## src/rtl/hex_pkg.sv

```systemverilog
`default_nettype none
// ============================================================================
// Module      : hex_pkg
// Description : Shared constants for the seven-segment scan controller.
// Revision    : 1.0 - initial release
// ============================================================================
package hex_pkg;

    localparam int          c_MAX_DIGITS = 8;

    localparam logic [1:0]  c_ST_BLANK = 2'd0;
    localparam logic [1:0]  c_ST_SCAN  = 2'd1;
    localparam logic [1:0]  c_ST_PEND  = 2'd2;

    localparam logic [6:0]  c_SEG_OFF  = 7'h7F;

    // Slice the low NUM_DIGITS bits for an all-off anode word.
    localparam logic [c_MAX_DIGITS-1:0] c_AN_OFF_ALL = '1;

endpackage : hex_pkg
`default_nettype wire

```

## src/rtl/hex_driver.sv

```systemverilog
`default_nettype none
// ============================================================================
// Module      : hex_driver
// Description : Nibble to active-low seven-segment pattern {g,f,e,d,c,b,a}.
// Revision    : 1.0 - initial release
// ============================================================================
module hex_driver (
    input  logic [3:0] i_nibble,
    output logic [6:0] o_seg
);

    always_comb begin
        o_seg = 7'h7F;
        case (i_nibble)
            4'h0: o_seg = 7'h40;
            4'h1: o_seg = 7'h79;
            4'h2: o_seg = 7'h24;
            4'h3: o_seg = 7'h30;
            4'h4: o_seg = 7'h19;
            4'h5: o_seg = 7'h12;
            4'h6: o_seg = 7'h02;
            4'h7: o_seg = 7'h78;
            4'h8: o_seg = 7'h00;
            4'h9: o_seg = 7'h10;
            4'hA: o_seg = 7'h08;
            4'hB: o_seg = 7'h03;
            4'hC: o_seg = 7'h46;
            4'hD: o_seg = 7'h21;
            4'hE: o_seg = 7'h06;
            4'hF: o_seg = 7'h0E;
            default: o_seg = 7'h7F;
        endcase
    end

endmodule : hex_driver
`default_nettype wire

```

## src/rtl/hex_scan_ctrl.sv

```systemverilog
`default_nettype none
// ============================================================================
// Module      : hex_scan_ctrl
// Description : Multiplexed seven-segment scanner with frame-aligned updates.
// Revision    : 1.0 - initial release
// ============================================================================
module hex_scan_ctrl
    import hex_pkg::*;
#(
    parameter int NUM_DIGITS  = 8,
    parameter int REFRESH_DIV = 50000,
    parameter int CNT_W       = $clog2(REFRESH_DIV)
) (
    input  logic                    i_clk,
    input  logic                    i_rst,
    input  logic                    i_valid,
    output logic                    o_ready,
    input  logic [4*NUM_DIGITS-1:0] i_value,
    input  logic                    i_blank_lz,
    input  logic                    i_clear,
    output logic [6:0]              o_seg,
    output logic [NUM_DIGITS-1:0]   o_an
);

    localparam int                    IDX_W    = $clog2(NUM_DIGITS);
    localparam logic [NUM_DIGITS-1:0] c_AN_OFF = c_AN_OFF_ALL[NUM_DIGITS-1:0];

    logic [1:0]              r_state;
    logic [CNT_W-1:0]        r_cnt;
    logic [IDX_W-1:0]        r_idx;
    logic [4*NUM_DIGITS-1:0] r_disp;
    logic [4*NUM_DIGITS-1:0] r_shadow;
    logic [6:0]              r_seg;
    logic [NUM_DIGITS-1:0]   r_an;

    logic                    w_scanning;
    logic                    w_tick;
    logic                    w_frame_end;
    logic                    w_accept;
    logic [NUM_DIGITS-1:0]   w_zero_from;
    logic [3:0]              w_nibble;
    logic                    w_zero_sel;
    logic [NUM_DIGITS-1:0]   w_an_sel;
    logic                    w_blank_digit;
    logic [6:0]              w_seg;

    assign w_scanning  = (r_state == c_ST_SCAN) || (r_state == c_ST_PEND);
    assign w_tick      = w_scanning && (r_cnt == CNT_W'(REFRESH_DIV - 1));
    assign w_frame_end = w_tick && (r_idx == IDX_W'(NUM_DIGITS - 1));
    assign o_ready     = (r_state != c_ST_PEND);
    assign w_accept    = i_valid && o_ready;

    // w_zero_from[k]: nibbles k..NUM_DIGITS-1 of the display are all zero.
    for (genvar k = 0; k < NUM_DIGITS; k++) begin : g_lz
        if (k == NUM_DIGITS - 1) begin : g_top
            assign w_zero_from[k] = (r_disp[4*k +: 4] == 4'h0);
        end else begin : g_lower
            assign w_zero_from[k] = (r_disp[4*k +: 4] == 4'h0) && w_zero_from[k+1];
        end
    end

    always_comb begin
        w_nibble   = 4'h0;
        w_zero_sel = 1'b0;
        w_an_sel   = c_AN_OFF;
        for (int k = 0; k < NUM_DIGITS; k++) begin
            if (r_idx == IDX_W'(k)) begin
                w_nibble    = r_disp[4*k +: 4];
                w_zero_sel  = w_zero_from[k];
                w_an_sel[k] = 1'b0;
            end
        end
    end

    assign w_blank_digit = i_blank_lz && (r_idx != '0) && w_zero_sel;

    hex_driver u_hex_driver (
        .i_nibble (w_nibble),
        .o_seg    (w_seg)
    );

    always_ff @(posedge i_clk) begin
        if (i_rst) begin
            r_state  <= c_ST_BLANK;
            r_cnt    <= '0;
            r_idx    <= '0;
            r_disp   <= '0;
            r_shadow <= '0;
        end else if (i_clear) begin
            r_state  <= c_ST_BLANK;
            r_cnt    <= '0;
            r_idx    <= '0;
            r_shadow <= '0;
        end else begin
            if (w_scanning) begin
                r_cnt <= w_tick ? '0 : r_cnt + CNT_W'(1);
                if (w_tick) begin
                    r_idx <= (r_idx == IDX_W'(NUM_DIGITS - 1)) ? '0 : r_idx + IDX_W'(1);
                end
            end
            case (r_state)
                c_ST_SCAN: begin
                    // A value arriving on the frame boundary needs no shadowing.
                    if (w_accept && w_frame_end) begin
                        r_disp <= i_value;
                    end else if (w_accept) begin
                        r_shadow <= i_value;
                        r_state  <= c_ST_PEND;
                    end
                end
                c_ST_PEND: begin
                    if (w_frame_end) begin
                        r_disp  <= r_shadow;
                        r_state <= c_ST_SCAN;
                    end
                end
                default: begin
                    if (w_accept) begin
                        r_disp  <= i_value;
                        r_cnt   <= '0;
                        r_idx   <= '0;
                        r_state <= c_ST_SCAN;
                    end else begin
                        r_state <= c_ST_BLANK;
                    end
                end
            endcase
        end
    end

    always_ff @(posedge i_clk) begin
        if (i_rst || !w_scanning || w_blank_digit) begin
            r_seg <= c_SEG_OFF;
            r_an  <= c_AN_OFF;
        end else begin
            r_seg <= w_seg;
            r_an  <= w_an_sel;
        end
    end

    assign o_seg = r_seg;
    assign o_an  = r_an;

endmodule : hex_scan_ctrl
`default_nettype wire

```

## config.mk

```make
export PLATFORM = sky130hd
export DESIGN_NAME = hex_scan_ctrl
export DESIGN_NICKNAME = d
export VERILOG_FILES = /design/src/rtl/hex_pkg.sv /design/src/rtl/hex_driver.sv /design/src/rtl/hex_scan_ctrl.sv
export SDC_FILE = /design/constraint.sdc
export NUM_CORES = 1
export LEC_CHECK = 0
export ABC_AREA = 1
export BUFFER_PORTS_ARGS = -buffer_cell sky130_fd_sc_hd__buf_2
export CORE_AREA = 3 3 127 129
export CTS_BUF_LIST = sky130_fd_sc_hd__clkbuf_4 sky130_fd_sc_hd__clkbuf_8
export DETAILED_ROUTE_END_ITERATION = 6
export DIE_AREA = 0 0 130 132
export GPL_TIMING_DRIVEN = 1
export SYNTH_ARGS = -nofsm -noshare
export SYNTH_HDL_FRONTEND = slang
export SYNTH_SLANG_ARGS = --single-unit
export TNS_END_PERCENT = 30
```

## constraint.sdc

```tcl
create_clock -name i_clk -period 2.85 [get_ports i_clk]
set_input_delay 0.57 -clock i_clk [delete_from_list [all_inputs] [get_ports i_clk]]
set_output_delay 0.57 -clock i_clk [all_outputs]
set_load 0.1 [all_outputs]
```

# Yosys cells after proc, flatten, opt, wreduce, memory -nomap -nowiden

Memory sizes are Yosys's and may differ from the RTL's. A register that Yosys moved wholly into a read port is not among the register bits.
Index checks and enable logic that the tools add are counted.

Flip-flop bits (word level): 93
Memory bits (read-only): 112
Input port bits: 37
Logic and storage cells: 101
Memories: 1

Memories:

| name             | words | width | read ports | clocked after Yosys merged registers in | wr ports | line             | RTL |
|---|---|---|---|---|---|---|---|
| (name not given) | 16    | 7     | 1          | 1                                       | 0        | hex_driver.sv:14 | `case (i_nibble)` |

Add/subtract/negate cells: 2
Equal/unequal tests: 15
Multiplexer cells: 42
Bitwise gates (word level): 2
Reduce and logical (&&, ||, !) cells: 33

Operator list:

| kind                    | number |
|---|---|
| $mux W32                | 3 |
| $mux W16                | 4 |
| $pmux W32 S2            | 1 |
| $logic_not A4 Y1        | 8 |
| $mux W4                 | 8 |
| $mux W1                 | 17 |
| $add A16 B1 Y16 const B | 1 |
| $eq A16 B16 Y1 const B  | 1 |
| $mux W3                 | 5 |
| $logic_and A1 B1 Y1     | 13 |
| $eq A3 B3 Y1 const B    | 4 |
| $ne A2 B2 Y1 const B    | 4 |
| $eq A3 B2 Y1 const B    | 2 |
| $mux W2                 | 3 |
| $reduce_and A3 Y1       | 2 |
| $reduce_bool A3 Y1      | 2 |
| $pmux W2 S2             | 1 |
| $reduce_and A4 Y1       | 1 |
| $reduce_or A2 Y1        | 2 |
| $add A3 B1 Y3 const B   | 1 |
| $eq A3 B1 Y1 const B    | 1 |
| $logic_not A3 Y1        | 1 |
| $logic_or A1 B1 Y1      | 3 |
| $eq A2 B1 Y1 const B    | 1 |
| other kinds (4)         | 5 |

# Longest topological paths before layout

Depth in word-level cells: 18
Gate-level depth with buffers: 20
Mapped depth without buffers: 20

# By module

From an unflattened synthesis, not the netlist that was laid out.

Cell total of the unflattened synthesis: 691
Area total of the unflattened synthesis: 5061.1 µm²

By module, submodules not included:

| module        | instances | cells an instance | area each (µm²) | seq. area each (µm²) |
|---|---|---|---|---|
| hex_scan_ctrl | 1         | 642               | 4787.1          | 2001.9 |
| hex_driver    | 1         | 49                | 274.0           | 0.0 |

# Least setup slack after synthesis

No wires, ideal clock.

Path type: reg-to-output
From: register r_state[0]
To: output port o_ready
Arrival: 1.822 ns
Data required time: 2.280 ns
Setup slack: 0.458 ns
Stages on the path, launching flop included: 6
Path buffers: 2
Path through: dfxtp_1 -> inv_1 -> ha_1 -> buf_2 -> inv_2 -> clkbuf_1

Cells in the longest elaborated chain, start to end: 1

RTL lines:

| what                   | line                 | RTL |
|---|---|---|
| start, declared        | hex_scan_ctrl.sv:28  | `logic [1:0] r_state;` |
| start signal, assigned | hex_scan_ctrl.sv:84  | `r_state <= c_ST_BLANK;` |
| start signal, assigned | hex_scan_ctrl.sv:90  | `r_state <= c_ST_BLANK;` |
| start signal, assigned | hex_scan_ctrl.sv:108 | `r_state <= c_ST_PEND;` |
| $ne A2 B2 Y1           | hex_scan_ctrl.sv:50  | `assign o_ready = (r_state != c_ST_PEND);` |
| end, declared          | hex_scan_ctrl.sv:17  | `output logic o_ready,` |

No other way between the ends.

# Worst setup path after layout

From: register r_idx[0]
To: register r_seg[0] (netlist: o_seg[0])

Cells in the longest elaborated chain, start to end: 11
Elaborated cells between the ends (all ways): 28
Those cells by class: eq/ne: 7; mux: 16; reduce/logical: 5

RTL lines:

| what                   | line                 | RTL |
|---|---|---|
| start, declared        | hex_scan_ctrl.sv:30  | `logic [IDX_W-1:0] r_idx;` |
| start signal, assigned | hex_scan_ctrl.sv:98  | `r_idx <= (r_idx == IDX_W'(NUM_DIGITS - 1)) ? '0 : r_idx + IDX_W'(1);` |
| $logic_not A3 Y1       | hex_scan_ctrl.sv:67  | `if (r_idx == IDX_W'(k)) begin` |
| $mux W1 (8 in a row)   | hex_scan_ctrl.sv:67  |  |
| $logic_and A1 B1 Y1    | hex_scan_ctrl.sv:75  | `assign w_blank_digit = i_blank_lz && (r_idx != '0) && w_zero_sel;` |
| $logic_or A1 B1 Y1     | hex_scan_ctrl.sv:132 | `if (i_rst \|\| !w_scanning \|\| w_blank_digit) begin` |
| end, declared          | hex_scan_ctrl.sv:33  | `logic [6:0] r_seg;` |

Several ways; a longest one is shown, not always the timed one.
A chain may end at the register's enable or synchronous reset.

==> run summary <==
Yosys reg bits - 100
final setup violation count - 0
die area - 17200 um^2
type of origin of the critical path - register
Sw Share - 27.7%
CTS tree - done
Die Ht - 132 um
Crit path top cell by count - nand2_1
Post-synth ARST share - 0%
Synthesized Nets - 821
Hold EP - r_shadow[3]
number of remaining DRC errors - 0
Bufs and invs on worst path - 4
element type at the critical path end - register
DP Wirelength - 8900 um
NetSw - 0.764 mW
Post-synth EDFFs - 0
grt ovf - 0
sequential share of the synthesized area - 38.3%
CP top delay family - simple AND/OR/NAND/NOR gates
post-synthesis cell type count - 41
clk_lat worst skew - 0.38 ns
P_int - 1.99 mW
Reg power frac - 53.5%
drt pass-1 iters - 5
final setup TNS - 0 ns
critical path required time - 3.10 ns
vias in the first global route - 4514
largest net degree at the start of global routing - 56
crit path max-delay cell type - dfxtp_1
core area - 15100 um^2
dominant cell type by area after synthesis - dfxtp_1
clock power share - 33.8%
Power, Total - 2.76 mW
Layout Nets - 859
routed wire length - 12200 um
GPL Wtd Cong - 0.866
PD cells - 474 nW/um^2
Tmin final - 2.50 ns
Syn-to-layout area delta - 11.1%
vias per cell - 4.73
Max Cap Viol - 0
Initial Utilization - 34.6%
Antenna Nets Post-Route - 0
reg2reg end - o_seg[0]
worst-path fanout max - 6
top-count cell post-synth - nand2_1
most frequent cells after synthesis - nand2_1 (204), dfxtp_1 (100), inv_1 (86), nor2_1 (86), a21oi_1 (78)
main flop type after synthesis - dfxtp_1
period utilization - 87.7%
CTS Root Cell - clkbuf_8
Clock Path Buffers - 2
Die Width - 130 um
RSZ-0062 raised after global routing - no
worst reg2reg path depth - 19
CTS sink cnt - 100
n_diodes - 0
Mapped Area - 5230 um^2
clock slew at reported path FFs - 0.10 ns
Core Util, Final - 38.4%
Avg WL per Cell - 12.2 um
syn_area_per_cell - 6.81 um^2
WP data arrival - 2.76 ns
min-delay worst type - reg -> reg
critical path depth in cells - 19
CP peak stage delay - 0.36 ns
Max-slew headroom - 64.4%
status - finished clean
input/output buffers - 52
Worst Min Path Start - r_shadow[3]
io pins - 53
Final Hold Vio Count - 0
count of yosys warnings during synthesis - 0
post-synth top area share - 38.3%
worst-margin pin slew - 0.534 ns
r2r startpoint - r_idx[0]
fmax - 0.400 GHz
Setup CP Type - reg -> reg
first-pass GRT wire length - 21400 um
CTS buffer count - 9
crit path cell chain - ha_1, ha_1, inv_1, o21ai_0, inv_1, nand2_1, nand2_1, nand2_1, nand2_1, nand2_1, nand2_1, inv_1, ha_1, inv_1, nand3_1, nand2_1, nor2_1, nor2_1, nand3_1
top post-synthesis cells by area - dfxtp_1 (38%), nand2_1 (15%), a21oi_1 (7.5%), inv_1 (6.2%), nor2_1 (6.2%)
FF-to-FF setup slack - 0.35 ns
Peak supply drop - 0.220 mV
Leak - 2.45 nW
Gate Count Post-Synth - 769
number of antenna violations at the first check in global routing - 0
Final Max Tran Viols - 0
row cnt - 45
clk_skew - 0.0152 ns
Tot GR Track Use - 15.1%
Post-CTS Setup Inserts - 0
power share of the combinational group - 12.6%
share of layout cells above drive strength 1 - 12.6%
H-tree depth - 3
DRT iter0 DRCs - 255
total number of vias - 4729
hold path depth - 2
[through the flow]
step                      setup WS [ns]  area (um^2)  hold slack (ns)  instances
after floorplan                   0.458         5230            0.424        769
after global placement            0.433         5610            0.433        984
after detailed placement          0.364         5610            0.435        984
after CTS                         0.333         5810            0.451       1000
after global routing             0.0501         5810            0.469       1000
final                             0.349         5810            0.449       1000
[cells by family after synthesis]
logic type / after synthesis / share of synthesized area (%)
simple gates: 389 / 32.1
buf+inv: 129 / 11.5
flops: 100 / 38.3
compound gates: 129 / 13.3
fa+ha+maj: 15 / 3.59
xor+xnor: 7 / 1.17
[per-layer routing]
metal  GRT usage (%)  vias to the layer above  wire length [um]
met1            21.1                     2095              6270
met4            4.85                        0               154
met5               0                        -                 0
li1                -                     2551                 -
met2            23.3                       72              5420
met3            3.04                       11               386
[flip-flops by register name, summed over array words and instances, names as in the netlist]
signal    cells
r_cnt        16
r_idx         3
r_disp       32
r_shadow     32
r_state       2
o_seg         7
o_an          8
[placed cells by master, fill, tap and decap left out, types with 4 or more instances in the layout]
master    instances
nand2_2           4
ha_1             14
clkbuf_8          9
o21ai_0          37
buf_4            10
nor3_1            9
nor2_1           85
inv_2             4
xor2_1            5
nand2_1         204
nor4_1            5
a21oi_1          78
nand4_1          33
nand3_1          36
dfxtp_1         100
buf_2            52
inv_1            86
[tightest hold or removal path, stage by stage (launching register included)]
cell,delay (ns)
dfxtp_1,0.32
inv_1,0.05
a21oi_1,0.05
[worst max-delay path by stage]
stage / startpoint / to / slack [ns]
3_5_place_dp: r_idx[1] / o_seg[0] / 0.36
5_1_grt: r_idx[0] / o_seg[0] / 0.05
2_1_floorplan: r_state[0] / o_ready / 0.46
3_3_place_gp: r_idx[1] / o_seg[0] / 0.43
6_report: r_idx[0] / o_seg[0] / 0.35
4_1_cts: r_state[0] / o_ready / 0.33
[power by group through the flow]
stage | Sequential, mW | Combinational (mW) | Clock [mW]
after floorplan | 1.53 | 0.242 | 0
after global placement | 1.51 | 0.352 | 0
after detailed placement | 1.51 | 0.351 | 0
after CTS | 1.48 | 0.352 | 0.981
after global routing | 1.48 | 0.402 | 1.04
final | 1.48 | 0.349 | 0.933
[cell type report]
class / instances / area, um^2
repair buffers: 65 / 395
inverters: 91 / 342
clock inverters: 5 / 62.6
clock buffers: 11 / 139
multi-input cells: 540 / 2640
well taps: 188 / 235
fillers: 1645 / 9330
flip-flops and latches: 100 / 2000
[what timing repair did]
item                                   CTS  global route
resized for setup                        0             1
endpoints found under the hold margin    0             0
hold buffers                             0             0
setup endpoints to repair                0             1
No activity file was read; power rests on OpenSTA's default activity.
